### src/rtl/b01_pkg.sv
// Shared types for the b01 serial operand driver: FSM state encoding and default width.
// No logic, no latency, no backpressure.
// Imported by b01_shreg and b01_driver.
package b01_pkg;

  localparam int B01_WIDTH = 8;

  typedef enum logic [1:0] {
    IDLE  = 2'd0,
    SHIFT = 2'd1,
    DRAIN = 2'd2,
    DONE  = 2'd3
  } state_t;

endpackage

### src/rtl/b01_shreg.sv
// Parallel-load, right-shifting register whose bit 0 is the registered serial output.
// Load or shift takes effect on the next clock edge; load has priority over shift.
// No backpressure: the owner decides when to load and when to shift.
module b01_shreg
  import b01_pkg::*;
#(
  parameter int WIDTH = B01_WIDTH
) (
  input  logic             clock,
  input  logic             reset,
  input  logic             i_load,
  input  logic             i_shift,
  input  logic [WIDTH-1:0] i_din,
  output logic             o_bit0
);

  logic [WIDTH-1:0] r_q;

  // Zeros shift in from the top, so after WIDTH shifts the serial output is 0.
  always_ff @(posedge clock) begin
    if (reset) begin
      r_q <= '0;
    end else if (i_load) begin
      r_q <= i_din;
    end else if (i_shift) begin
      r_q <= {1'b0, r_q[WIDTH-1:1]};
    end
  end

  assign o_bit0 = r_q[0];

endmodule

### src/rtl/b01_driver.sv
// Serializes an operand pair LSB-first onto line1/line2 and deserializes the comparator's outp reply.
// Latency: operand accept to res_valid is WIDTH+2 cycles. Optional B01_DRIVER_OVF_EN adds sticky res_ovf.
// Backpressure: op_ready only in IDLE; the result is held in DONE until res_valid & res_ready.
module b01_driver
  import b01_pkg::*;
#(
  parameter int WIDTH = B01_WIDTH
) (
  input  logic             clock,
  input  logic             reset,
  input  logic             op_valid,
  output logic             op_ready,
  input  logic [WIDTH-1:0] op_a,
  input  logic [WIDTH-1:0] op_b,
  output logic             line1,
  output logic             line2,
  input  logic             outp,
  input  logic             overflw,
  output logic             res_valid,
  input  logic             res_ready,
  output logic [WIDTH-1:0] res_data
`ifdef B01_DRIVER_OVF_EN
  ,
  output logic             res_ovf
`endif
);

  localparam int CW = $clog2(WIDTH + 1);
  localparam logic [CW-1:0] LAST_BIT = CW'(WIDTH - 1);

  state_t           r_state;
  state_t           w_state_nxt;
  logic [CW-1:0]    r_cnt;
  logic [WIDTH-1:0] r_res;
  logic             w_load;
  logic             w_shift;
  logic             w_cap;

  always_ff @(posedge clock) begin
    if (reset) begin
      r_state <= IDLE;
    end else begin
      r_state <= w_state_nxt;
    end
  end

  always_comb begin
    w_state_nxt = r_state;
    w_load      = 1'b0;
    w_shift     = 1'b0;
    w_cap       = 1'b0;
    op_ready    = 1'b0;
    res_valid   = 1'b0;
    case (r_state)
      IDLE: begin
        op_ready = 1'b1;
        if (op_valid) begin
          w_load      = 1'b1;
          w_state_nxt = SHIFT;
        end
      end
      SHIFT: begin
        w_shift = 1'b1;
        // The reply to bit k arrives one cycle after bit k left, so the first SHIFT cycle captures nothing.
        w_cap   = (r_cnt != '0);
        if (r_cnt == LAST_BIT) begin
          w_state_nxt = DRAIN;
        end
      end
      DRAIN: begin
        w_cap       = 1'b1;
        w_state_nxt = DONE;
      end
      DONE: begin
        res_valid = 1'b1;
        if (res_ready) begin
          w_state_nxt = IDLE;
        end
      end
      default: begin
        w_state_nxt = IDLE;
      end
    endcase
  end

  always_ff @(posedge clock) begin
    if (reset) begin
      r_cnt <= '0;
    end else if (w_load) begin
      r_cnt <= '0;
    end else if (w_shift) begin
      r_cnt <= r_cnt + CW'(1);
    end
  end

  // r_cnt is one ahead of the bit being answered, including the DRAIN cycle where it equals WIDTH.
  always_ff @(posedge clock) begin
    if (reset) begin
      r_res <= '0;
    end else if (w_load) begin
      r_res <= '0;
    end else if (w_cap) begin
      for (int i = 0; i < WIDTH; i++) begin
        if (r_cnt == CW'(i + 1)) begin
          r_res[i] <= outp;
        end
      end
    end
  end

  assign res_data = r_res;

`ifdef B01_DRIVER_OVF_EN
  logic r_ovf;

  always_ff @(posedge clock) begin
    if (reset) begin
      r_ovf <= 1'b0;
    end else if (w_load) begin
      r_ovf <= 1'b0;
    end else if (w_cap) begin
      r_ovf <= r_ovf | overflw;
    end
  end

  assign res_ovf = r_ovf;
`else
  logic w_unused_ovf;
  assign w_unused_ovf = overflw;
`endif

  b01_shreg #(
    .WIDTH(WIDTH)
  ) u_shreg_a (
    .clock  (clock),
    .reset  (reset),
    .i_load (w_load),
    .i_shift(w_shift),
    .i_din  (op_a),
    .o_bit0 (line1)
  );

  b01_shreg #(
    .WIDTH(WIDTH)
  ) u_shreg_b (
    .clock  (clock),
    .reset  (reset),
    .i_load (w_load),
    .i_shift(w_shift),
    .i_din  (op_b),
    .o_bit0 (line2)
  );

endmodule

### config.mk
export PLATFORM = sky130hd
export DESIGN_NAME = b01_driver
export DESIGN_NICKNAME = d
export VERILOG_FILES = /design/src/rtl/b01_pkg.sv /design/src/rtl/b01_shreg.sv /design/src/rtl/b01_driver.sv
export SDC_FILE = /design/constraint.sdc
export NUM_CORES = 1
export LEC_CHECK = 0
export CAP_MARGIN = 20
export CORE_MARGIN = 4
export CORE_UTILIZATION = 29
export DETAILED_ROUTE_END_ITERATION = 12
export GPL_TIMING_DRIVEN = 0
export HOLD_SLACK_MARGIN = 0.03
export PLACE_DENSITY_LB_ADDON = 0.3
export SYNTH_ARGS = -nofsm -noshare
export SYNTH_HDL_FRONTEND = slang
export SYNTH_HIERARCHICAL = 1
export SYNTH_SLANG_ARGS = --single-unit
export TNS_END_PERCENT = 50
### constraint.sdc
create_clock -name clock -period 4.2 [get_ports clock]
set_input_delay 0.84 -clock clock [delete_from_list [all_inputs] [get_ports clock]]
set_output_delay 0.84 -clock clock [all_outputs]
set_load 0.005 [all_outputs]
; ---- After elaboration in Yosys (flattened, before gate mapping)
; Index checks and enable logic that the tools add are counted.
[totals]
regBits = 30
inputBits = 22
out_inout_bits = 12
wordCells = 54
[classes]
n_addsub = 1
eq_ne = 14
n_mux = 14
n_reduce_logical = 13
[ops]
columns = op, n
row1 = 2-to-1 mux 8 bit, 4
row2 = == test 4 x 3 -> 1 bit (second input constant), 4
row3 = AND reduction 2 bit, 8
row4 = == test 4 x 2 -> 1 bit (second input constant), 2
row5 = one-hot mux 2 bit (4 select lines), 1
row6 = 2-to-1 mux 2 bit, 3
row7 = != test 2 bit (second input constant), 3
row8 = 2-to-1 mux 1 bit, 5
row9 = adder 4 x 1 -> 4 bit (second input constant), 1
row10 = == test 2 bit (second input constant), 2
row11 = == test 4 x 1 -> 1 bit (second input constant), 1
row12 = == test 4 bit (second input constant), 1
row13 = nonzero test 4 bit, 1
row14 = AND reduction 3 bit, 1
row15 = == test 2 x 1 -> 1 bit (second input constant), 1
row16 = zero test 2 bit, 1
row17 = one-hot mux 1 bit (2 select lines), 1
row18 = nonzero test 2 bit, 1
row19 = OR reduction 2 bit, 1

; ---- Longest topological paths before layout
[logic_depth]
ltp_word = 4
mapped_depth = 7
mapped_depth_nobuf = 5

; ---- By module
; Netlist, hierarchy kept.
[modules_own_cells]
columns = mod, n_inst, cells_each, area_per_inst_um2, seq_area_each_um2
row1 = b01_driver, 1, 82, 780.7, 280.3
row2 = b01_shreg, 2, 35, 369.1, 160.2

; ---- Worst setup path before layout
; Ideal clock, no wire load.
[synth_path]
path_type = in2reg
start = input op_valid
end = register u_shreg_a.r_q[7]
setup_time_ns = 0.070
arrival_time_ns = 1.612
required_time_ns = 4.130
path_slack_ns = 2.518
cell_stages = 3
n_path_buf = 0
cell_sequence = and2_1 or3b_1 a21oi_1
[synth_via]
elab_chain_len = 3
word_cells_on_any_way = 4
cone_classes = mux (3) / reduce/logical (1)
[synth_lines]
columns = element, line
row1 = "start, declared", b01_driver.sv:11  ; input logic op_valid,
row2 = 2-to-1 mux 1 bit (*), b01_driver.sv:57  ; if (op_valid) begin
row3 = 2-to-1 mux 1 bit (*), b01_driver.sv:54  ; case (r_state)
row4 = 2-to-1 mux 8 bit / nonzero test 2 bit (equally long branches), -
row5 = "end signal, assigned", b01_shreg.sv:24  ; r_q <= i_din;
row6 = "end signal, assigned", b01_shreg.sv:26  ; r_q <= {1'b0, r_q[WIDTH-1:1]};
row7 = "end, declared", b01_shreg.sv:17  ; logic [WIDTH-1:0] r_q;
; Every way passes the cells marked *; elsewhere a longest branch is shown, timed or not.
; A chain may end at the register's enable or synchronous reset.

; ---- Worst setup path in the final report
[layout_path]
start = register r_state[0]
end = output op_ready
[layout_via]
elab_chain_len = 2
[layout_lines]
columns = element, line
row1 = "start, declared", b01_driver.sv:31  ; state_t r_state;
row2 = "start signal, assigned", b01_driver.sv:43  ; r_state <= w_state_nxt;
row3 = zero test 2 bit, b01_driver.sv:54
row4 = 2-to-1 mux 1 bit, b01_driver.sv:54
row5 = "end, declared", b01_driver.sv:12  ; output logic op_ready,
; No other way between the ends.

==> results.sh <==
export IMPL_fill_cells=528
export IMPL_yosys_warnings=6
export IMPL_critical_path_n_buffers_inverters=2
export IMPL_required_ps=3360
export IMPL_setup_violations=0
export IMPL_cp_start_kind="flop"
export IMPL_run_status="finished clean"
export IMPL_initial_utilization_pct=29.7
export IMPL_core_area_um2=5110
export IMPL_syn_num_nets=183
export IMPL_cpMaxStageDelayCell="clkdlybuf4s50_1"
export IMPL_min_from="res_data[0]"
export IMPL_whs_endpoint="res_data[0]"
export IMPL_min_period_ps=2330
export IMPL_grt_max_degree=22
export IMPL_rsz0062_at_grt="false"
export IMPL_avgSynthCellArea_um2=9.99
export IMPL_hold_path_class="flop to flop"
export IMPL_clkSinkCount=30
export IMPL_drt_vias_per_instance=4.38
export IMPL_antenna_found_initial=0
export IMPL_drv_slew=0
export IMPL_arrival_ps=1490
export IMPL_rows=26
export IMPL_layout_cells_most_common="clkdlybuf4s50_1"
export IMPL_synth_seq_area_share_pct=39.5
export IMPL_fmax_ghz=0.429
export IMPL_grt_pass1_wl_mm=5.26
export IMPL_wl_mm=3.07
export IMPL_insertion_delay_ps=270
export IMPL_cp_max_fo=4
export IMPL_drive_gt1_share_pct=9.38
export IMPL_place_hpwl_mm=2.20
export IMPL_synth_area_leader_cell="dfxtp_1"
export IMPL_port_buffers=32
export IMPL_max_vdd_ir_drop_mv=0.243
export IMPL_skew_ps=4.14
export IMPL_tritoncts="yes"
export IMPL_place_gp_congestion=0.700
export IMPL_die_w_um=80.4
export IMPL_dieArea_um2=6460
export IMPL_htreeDepth=2
export IMPL_synth_area_leaders="dfxtp_1 (40%), mux2i_1 (15%), a211oi_1 (7.4%)"
export IMPL_top_layer_used="met4"
export IMPL_cap_violations=0
export IMPL_syn_instance_count=152
export IMPL_crit_chain="inv_1, ha_1, clkdlybuf4s50_1"
export IMPL_diodes=0
export IMPL_critical_path_max_stage_delay_ps=530
export IMPL_cts_buffers_inserted=5
export IMPL_ff2ff_path_depth=5
export IMPL_tightest_slew_ps=612
export IMPL_syn_to_final_growth_pct=33.1
export IMPL_fin_crit_sh_pct=55.5
export IMPL_worstSetupEndpointType="output pin"
export IMPL_yosysTopAreaCellShare_pct=39.5
export IMPL_first_pass_iters=6
export IMPL_worst_r2r_endpoint="u_shreg_a/r_q[3]"
export IMPL_post_drt_wl_per_cell_um=11.7
export IMPL_route_met3_wl_um=172
export IMPL_hold_buffers=0
export IMPL_post_cts_resized=0
export IMPL_synth_seq_cells=30
export IMPL_crit_family="buffers and inverters"
export IMPL_cts_buffer_depth=2
export IMPL_r2r_setup_slack_ps=2340
export IMPL_final_cell_mix="clkdlybuf4s50_1 (32), dfxtp_1 (30), mux2i_1 (23), nor2b_1 (17), a211oi_1 (15)"
export IMPL_route_met2_wl_mm=1.25
export IMPL_io_pins=34
export IMPL_hold_viol_final=0
export IMPL_path_class="flop to output pin"
export IMPL_hold_depth=2
export IMPL_drt_iter0_drc=32
export IMPL_layout_nets=222
export IMPL_grt_pass1_vias=1141
export IMPL_die_y_um=80.4
export IMPL_path_clk_slew_ps=70
export IMPL_grt_total_usage_pct=10.3
export IMPL_synthDistinctLibCells=29
export IMPL_ant_nets=0
export IMPL_tns_ps=0
export IMPL_overflow=0
export IMPL_r2r_start="r_state[0]"
export IMPL_cts_setup_buffers=0
export IMPL_vias=1147
export IMPL_cts_root_buf="clkbuf_8"
export IMPL_fin_hold_ws_ps=463
export IMPL_drcViolationCount=0
export IMPL_slew_headroom_pct=59.2
export IMPL_p_leak_uw=0.000777
export IMPL_met1_length_mm=1.63
export IMPL_syn_area_um2=1520
export IMPL_powerDensity_nw_per_um2=539
[layout make-up]
| class | instances | area [um2] | area share [%] |
|---|---|---|---|
| Buffer | 6 | 58.8 | 2.91 |
| Clock buffer | 6 | 82.6 | 4.08 |
| Clock inverter | 2 | 12.5 | 0.619 |
| Inverter | 6 | 22.5 | 1.11 |
| Multi-Input combinational cell | 110 | 837 | 41.4 |
| Sequential cell | 30 | 601 | 29.7 |
| Tap cell | 70 | 87.6 | 4.33 |
| Timing Repair Buffer | 32 | 320 | 15.8 |
[synth_stat cells]
cell type / number
nor3b_1: 1
o211ai_1: 3
nand3b_1: 1
clkbuf_2: 1
clkdlybuf4s18_2: 2
dfxtp_1: 30
or3b_1: 2
xor2_1: 2
inv_1: 6
nand4_1: 1
or2_2: 2
and4b_2: 1
a2111oi_0: 1
nand2b_1: 2
nand2_1: 11
nand3_1: 5
ha_1: 9
nor2_1: 4
and2_1: 1
or2_1: 1
nor2b_1: 17
and3b_2: 1
a21bo_1: 1
mux2i_1: 23
xnor2_1: 1
a21oi_1: 4
a211oi_1: 15
buf_6: 3
a211o_1: 1
[tightest hold or removal path, stage by stage (launching register included)]
cell and delay (ps):
dfxtp_1 310, nand2_1 50, mux2i_1 60
[routing by layer]
metal  GRT usage [%]  up-vias
li1                -      614
met1            14.7      501
met2            14.7       29
met3            3.25        3
met4            2.53        0
met5               0        -
[through the flow]
| step | std cells | power, uW | util, % | worst slack, ps | instance area, um2 |
|---|---|---|---|---|---|
| 2_1_floorplan | 152 | 731 | - | 2520 | 1520 |
| 3_3_place_gp | 254 | 857 | 37.7 | 1600 | 1930 |
| 3_5_place_dp | 254 | 858 | 37.7 | 1620 | 1930 |
| 4_1_cts | 262 | 1100 | 39.6 | 1850 | 2020 |
| 5_1_grt | 262 | 1180 | 39.6 | 1720 | 2020 |
| 6_report | 262 | 1090 | 39.6 | 1870 | 2020 |
[cells by family after synthesis]
| kind of cell | share of synthesized area, % |
|---|---|
| and+or+nand+nor | 18.8 |
| adders and majority gates | 7.41 |
| xor gates and xnor gates | 1.73 |
| buffers and inverters | 5.35 |
| muxes | 15.2 |
| DFF | 39.5 |
| AOI/OAI and AO/OA | 12.0 |
[how the worst max path moves through the flow]
stage	start	to	slack (ps)	depth (start not counted)
floorplan	op_valid	u_shreg_a/r_q[7]	2520	3
global placement	op_valid	u_shreg_a/r_q[3]	1600	4
detailed placement	op_valid	u_shreg_b/r_q[2]	1620	4
CTS	r_state[0]	op_ready	1850	3
global route	op_valid	u_shreg_b/r_q[4]	1720	4
finish	r_state[0]	op_ready	1870	3
[flip-flops by register name, indices dropped and copies added, names as in the netlist]
signal,cells
r_state,2
r_cnt,4
u_shreg_b/r_q,8
res_data,8
u_shreg_a/r_q,8
[power by group]
group / total (uW) / internal (uW) / switching, uW
Clock: 240 / 131 / 109
Combinational: 456 / 235 / 221
Sequential: 393 / 351 / 42.1
Total: 1090 / 717 / 372
Power figures use the tool's default switching activity.
==> edit 1 (same flow settings) <==
`B01_WIDTH`: 8 -> 4.
--- a/src/rtl/b01_pkg.sv
+++ b/src/rtl/b01_pkg.sv
@@ -3,7 +3,7 @@
 // Imported by b01_shreg and b01_driver.
 package b01_pkg;
 
-  localparam int B01_WIDTH = 8;
+  localparam int B01_WIDTH = 4;
 
   typedef enum logic [1:0] {
     IDLE  = 2'd0,
Interface: changed (resized op_a, op_b and res_data); port bits go from 34 to 22. No check against the original RTL was run, so the function may have changed too.
==> edit 1 against the unedited design <==
  * Synthesized cell count decreased by 38%
  * Worst setup slack better by 6.7 ps
  * Non-clock buffer count shrank 17
  * Synthesized area decreased by 40%
  * Total power fell by 46%
  * Critical endpoint unchanged
  * Critical path type unchanged
  * Combinational power decreased by 40%
  * Clock power is 63% lower
  * Routed wire length is 46% lower
  * Sequential cell count decreased by 13
  * Final area shrank 41%
  * Sequential power shrank 43%
  * Utilization is 0.24 points lower
  * Largest power group unchanged
==> edit 1: results (changes against the unedited design) <==
Run status
  – Status: completed (unchanged)

Global routing
  – Total track usage: 8.69% (was 10.3%)
  – Largest net degree at the start of global routing: 14 (was 22)
  – Vias in the first global route: 704 (was 1141)

Clock network
  – CTS root buffer: clkbuf_4 (was clkbuf_8)
  – Worst skew pair latency: 290 ps (was 270 ps)
  – CTS Buf Count: 3 (was 5)
  – H-tree depth: 1 (was 2)

Drt
  – Vias per inst: 4.39 (was 4.38)
  – Vias: 716 (was 1147)
  – Avg WL per Cell: 10.1 µm (was 11.7 µm)
  – DR iter-0 viols: 16 (was 32)

Synthesis
  – Top cells by area, synth: dfxtp_1 37%, ha_1 14%, mux2i_1 11%, nor2b_1 6.8%, a211oi_1 5.7% (was dfxtp_1 40%, mux2i_1 15%, a211oi_1 7.4%, ha_1 7.4%, nor2b_1 7.0%)
  – Syn_nets: 119 (was 183)
  – Top cells by instance count after synthesis: 17 x dfxtp_1, 10 x ha_1, 10 x mux2i_1, 10 x nor2b_1, 8 x inv_1 (was 30 x dfxtp_1, 23 x mux2i_1, 17 x nor2b_1, 15 x a211oi_1, 11 x nand2_1)
  – Number of library cell types mapped by synthesis: 24 (was 29)
  – Sequential area share after synthesis: 37.1% (was 39.5%)

Place
  – Post-Place Cell Area: 0.00117 mm² (was 0.00193 mm²)
  – DP HPWL: 1300 µm (was 2200 µm)
  – Placer congestion estimate: 0.716 (was 0.700)

Worst setup path
  – Critical R2R Launch: r_state[1]$_SDFFE_PP0P_ (was r_state[0]$_SDFFE_PP0P_)

Power
  – Worst vdd ir: 0.240 mV (was 0.243 mV)
  – Internal Pwr Total: 374 µW (was 717 µW)
  – Leak pwr: 0.000456 µW (was 0.000777 µW)

Timing
  – Worst-Margin Slew: 459 ps (was 612 ps)

Final layout
  – Layout cells sized above 1: 5.88% (was 9.38%)
## edit 1: cell count changes in the layout (fill, tap and decap cells not counted), moves of 6 or more
cell / change
mux2i_1: -13
clkdlybuf4s50_1: -12
dfxtp_1: -13
clkbuf_8: -6
a211oi_1: -8
nor2b_1: -7
## edit 1: how the worst max path moves through the flow
stage,start,slack (ps),to
global placement,reset,1810,res_data[2]$_SDFFE_PP0P_
detailed placement,reset,1790,res_data[2]$_SDFFE_PP0P_
finish,r_state[0]$_SDFFE_PP0P_,1880,op_ready
floorplan,r_state[1]$_SDFFE_PP0P_,2520,r_state[0]$_SDFFE_PP0P_
CTS,r_state[0]$_SDFFE_PP0P_,1860,op_ready
global route,r_state[0]$_SDFFE_PP0P_,1780,op_ready
## edit 1: through the flow
step                      util, %  worst slack [ps]
after CTS                    39.3              1860
after global routing         39.3              1780
final                        39.3              1880
after global placement       38.4              1810
after floorplan                 -              2520
after detailed placement     38.4              1790
## edit 1: cell families (layout without fill, tap and decap cells)
family          Yosys count  in the layout  synth area share [%]
fa+ha+maj                10             10                  13.6
compound gates           19             19                  14.6
flops                    17             17                  37.1
xor+xnor                  1              1                 0.954
mux                      10             10                  10.9
buf+inv                   9             33                  4.50
simple gates             29             29                  18.4
## edit 1: per-layer routing
| metal | vias to the layer above | share of wire [%] | GRT usage [%] |
|---|---|---|---|
| li1 | 383 | - | - |
| met1 | 312 | 51 | 10.3 |
| met2 | 19 | 42 | 14.3 |
| met3 | 2 | 6.1 | 4.22 |
| met4 | 0 | 0.61 | 1.58 |
| met5 | - | 0 | 0 |
## edit 1: final cells by class
cell class | count | area (µm²) | share of cell area, %
buffer | 1 | 11.3 | 0.938
clock buffer | 3 | 22.5 | 1.88
clock inverter | 1 | 5.00 | 0.417
inverter | 8 | 30.0 | 2.50
multi-input combinational | 69 | 537 | 44.7
sequential | 17 | 340 | 28.3
tap | 44 | 55.1 | 4.58
timing repair buffer | 20 | 200 | 16.7
## edit 1: tightest hold or removal path: stages, from the launching register on
cell,delay (ps)
dfxtp_1,320
nand2_1,50
mux2i_1,60
## edit 1: power groups by stage
stage	sequential (µW)	combinational, µW	clock, µW
2_1_floorplan	221	200	0
3_3_place_gp	225	274	0
3_5_place_dp	226	278	0
4_1_cts	223	280	92.1
5_1_grt	227	309	97.5
6_report	223	275	87.8
==> edit 2 (same flow settings) <==
Made on the original files. The 4 states of `state_t` get a Gray code encoding in 2 bits.
--- a/src/rtl/b01_pkg.sv
+++ b/src/rtl/b01_pkg.sv
@@ -6,10 +6,10 @@
   localparam int B01_WIDTH = 8;
 
   typedef enum logic [1:0] {
-    IDLE  = 2'd0,
-    SHIFT = 2'd1,
-    DRAIN = 2'd2,
-    DONE  = 2'd3
+    IDLE  = 2'b00,
+    SHIFT = 2'b01,
+    DRAIN = 2'b11,
+    DONE  = 2'b10
   } state_t;
 
 endpackage
Behaviour: same outputs for any inputs over 10 cycles, from zero or initial values and one cycle with reset high; not proved beyond that.
==> edit 2 against the unedited design <==
  * Synthesized area fell by 3.4%
  * Cell count shrank 4.2%
  * Worst setup slack lost 32 ps
  * Routed wire length shrank 9.1%
  * Largest cell class unchanged
  * Sequential cell count unchanged
  * Register-to-register slack better by 110 ps
  * Final area is 4.0% lower
Power is not compared: it rests on default switching activity, and its combinational part moved more than twofold at a synthesized area within 25%.
==> edit 2: results (changes against the unedited design) <==
Run status
  – Status: completed (unchanged)

Timing
  – Setup Skew: 3.52 ps (was 4.14 ps)

Final layout
  – Layout cells sized above 1: 13.0% (was 9.38%)
  – Number of fill cells in the layout: 498 (was 528)
  – Final net count: 210 (was 222)

Place
  – Placer congestion estimate: 0.727 (was 0.700)
  – Port Buffers: 31 (was 32)
  – Post-Place Cell Area: 0.00186 mm² (was 0.00193 mm²)
  – DP HPWL: 2060 µm (was 2200 µm)

Synthesis
  – Top cells by area, synth: dfxtp_1 41%, mux2i_1 13%, a211oi_1 7.2%, nor2b_1 6.4%, ha_1 3.4% (was dfxtp_1 40%, mux2i_1 15%, a211oi_1 7.4%, ha_1 7.4%, nor2b_1 7.0%)
  – Syn_nets: 172 (was 183)
  – Asr flop ratio synth: 0% (unchanged)
  – Sequential area share after synthesis: 40.9% (was 39.5%)
  – Top cells by instance count after synthesis: 30 x dfxtp_1, 19 x mux2i_1, 15 x nor2b_1, 14 x a211oi_1, 9 x nor2_1 (was 30 x dfxtp_1, 23 x mux2i_1, 17 x nor2b_1, 15 x a211oi_1, 11 x nand2_1)

Global routing
  – Vias in the first global route: 1077 (was 1141)
  – Total track usage: 9.62% (was 10.3%)
  – Global-route wire length before repair: 4860 µm (was 5260 µm)

Drt
  – DR iter-0 viols: 27 (was 32)
  – Vias per inst: 4.43 (was 4.38)
  – First-pass detailed-route iteration total: 4 (was 6)
  – WL final: 2790 µm (was 3070 µm)

Hold path
  – HP Class: reg2reg (unchanged)

Worst setup path
  – Worst-path fanout max: 20 (was 4)
  – Worst Path Arrival: 2550 ps (was 1490 ps)

Clock network
  – CTS root buffer: clkbuf_8 (unchanged)

Power
  – Power per Cell Area: 312 mW/mm²
edit 2: final timing paths:
check	slack (ps)	from	cells after the start	end
min	490	res_data[3]$_SDFFE_PP0P_	2	res_data[3]$_SDFFE_PP0P_
max reg2reg	2450	r_state[1]$_SDFFE_PP0P_	4	u_shreg_b/r_q[5]$_SDFFE_PP0P_
min reg2reg	490	res_data[3]$_SDFFE_PP0P_	2	res_data[3]$_SDFFE_PP0P_
max	1840	op_valid	5	u_shreg_b/r_q[5]$_SDFFE_PP0P_
edit 2: layout make-up:
type / count / area share [%]
Multi-Input combinational cell: 101 / 39.3
Sequential cell: 30 / 30.9
Timing Repair Buffer: 31 / 16.0
Tap cell: 67 / 4.32
Buffer: 8 / 4.00
Clock buffer: 5 / 3.55
Inverter: 7 / 1.35
Clock inverter: 2 / 0.516
edit 2: critical path, stage by stage:
cell             delay (ps)
clkdlybuf4s50_1         470
or3b_4                  380
inv_1                   360
inv_1                   240
a211oi_1                260
edit 2: power breakdown:
part | total (µW) | switching, µW | internal [µW]
registers | 308 | 8.76 | 299
logic | 86.5 | 37.3 | 49.2
clock network | 212 | 101 | 111
total | 606 | 147 | 459
edit 2: cells by family after synthesis:
group,synth area share [%]
xor+xnor,1.19
flops,40.9
buf+inv,7.08
mux,13.0
compound gates,12.6
simple gates,21.8
fa+ha+maj,3.41
edit 2: metal layers:
layer	GRT usage [%]	wire, µm
met1	13.1	1410
met2	14.7	1180
met3	3.51	182
met4	1.55	12
met5	0	0
edit 2: through the flow:
step           setup slack, ps  total power (µW)  hold WS (ps)  cells
6_report                  1840               606           488    251
5_1_grt                   1620               641           538    251
4_1_cts                   1780               617           497    251
3_5_place_dp              1490               401           483    244
3_3_place_gp              1530               401           475    244
2_1_floorplan             2320               366           479    146
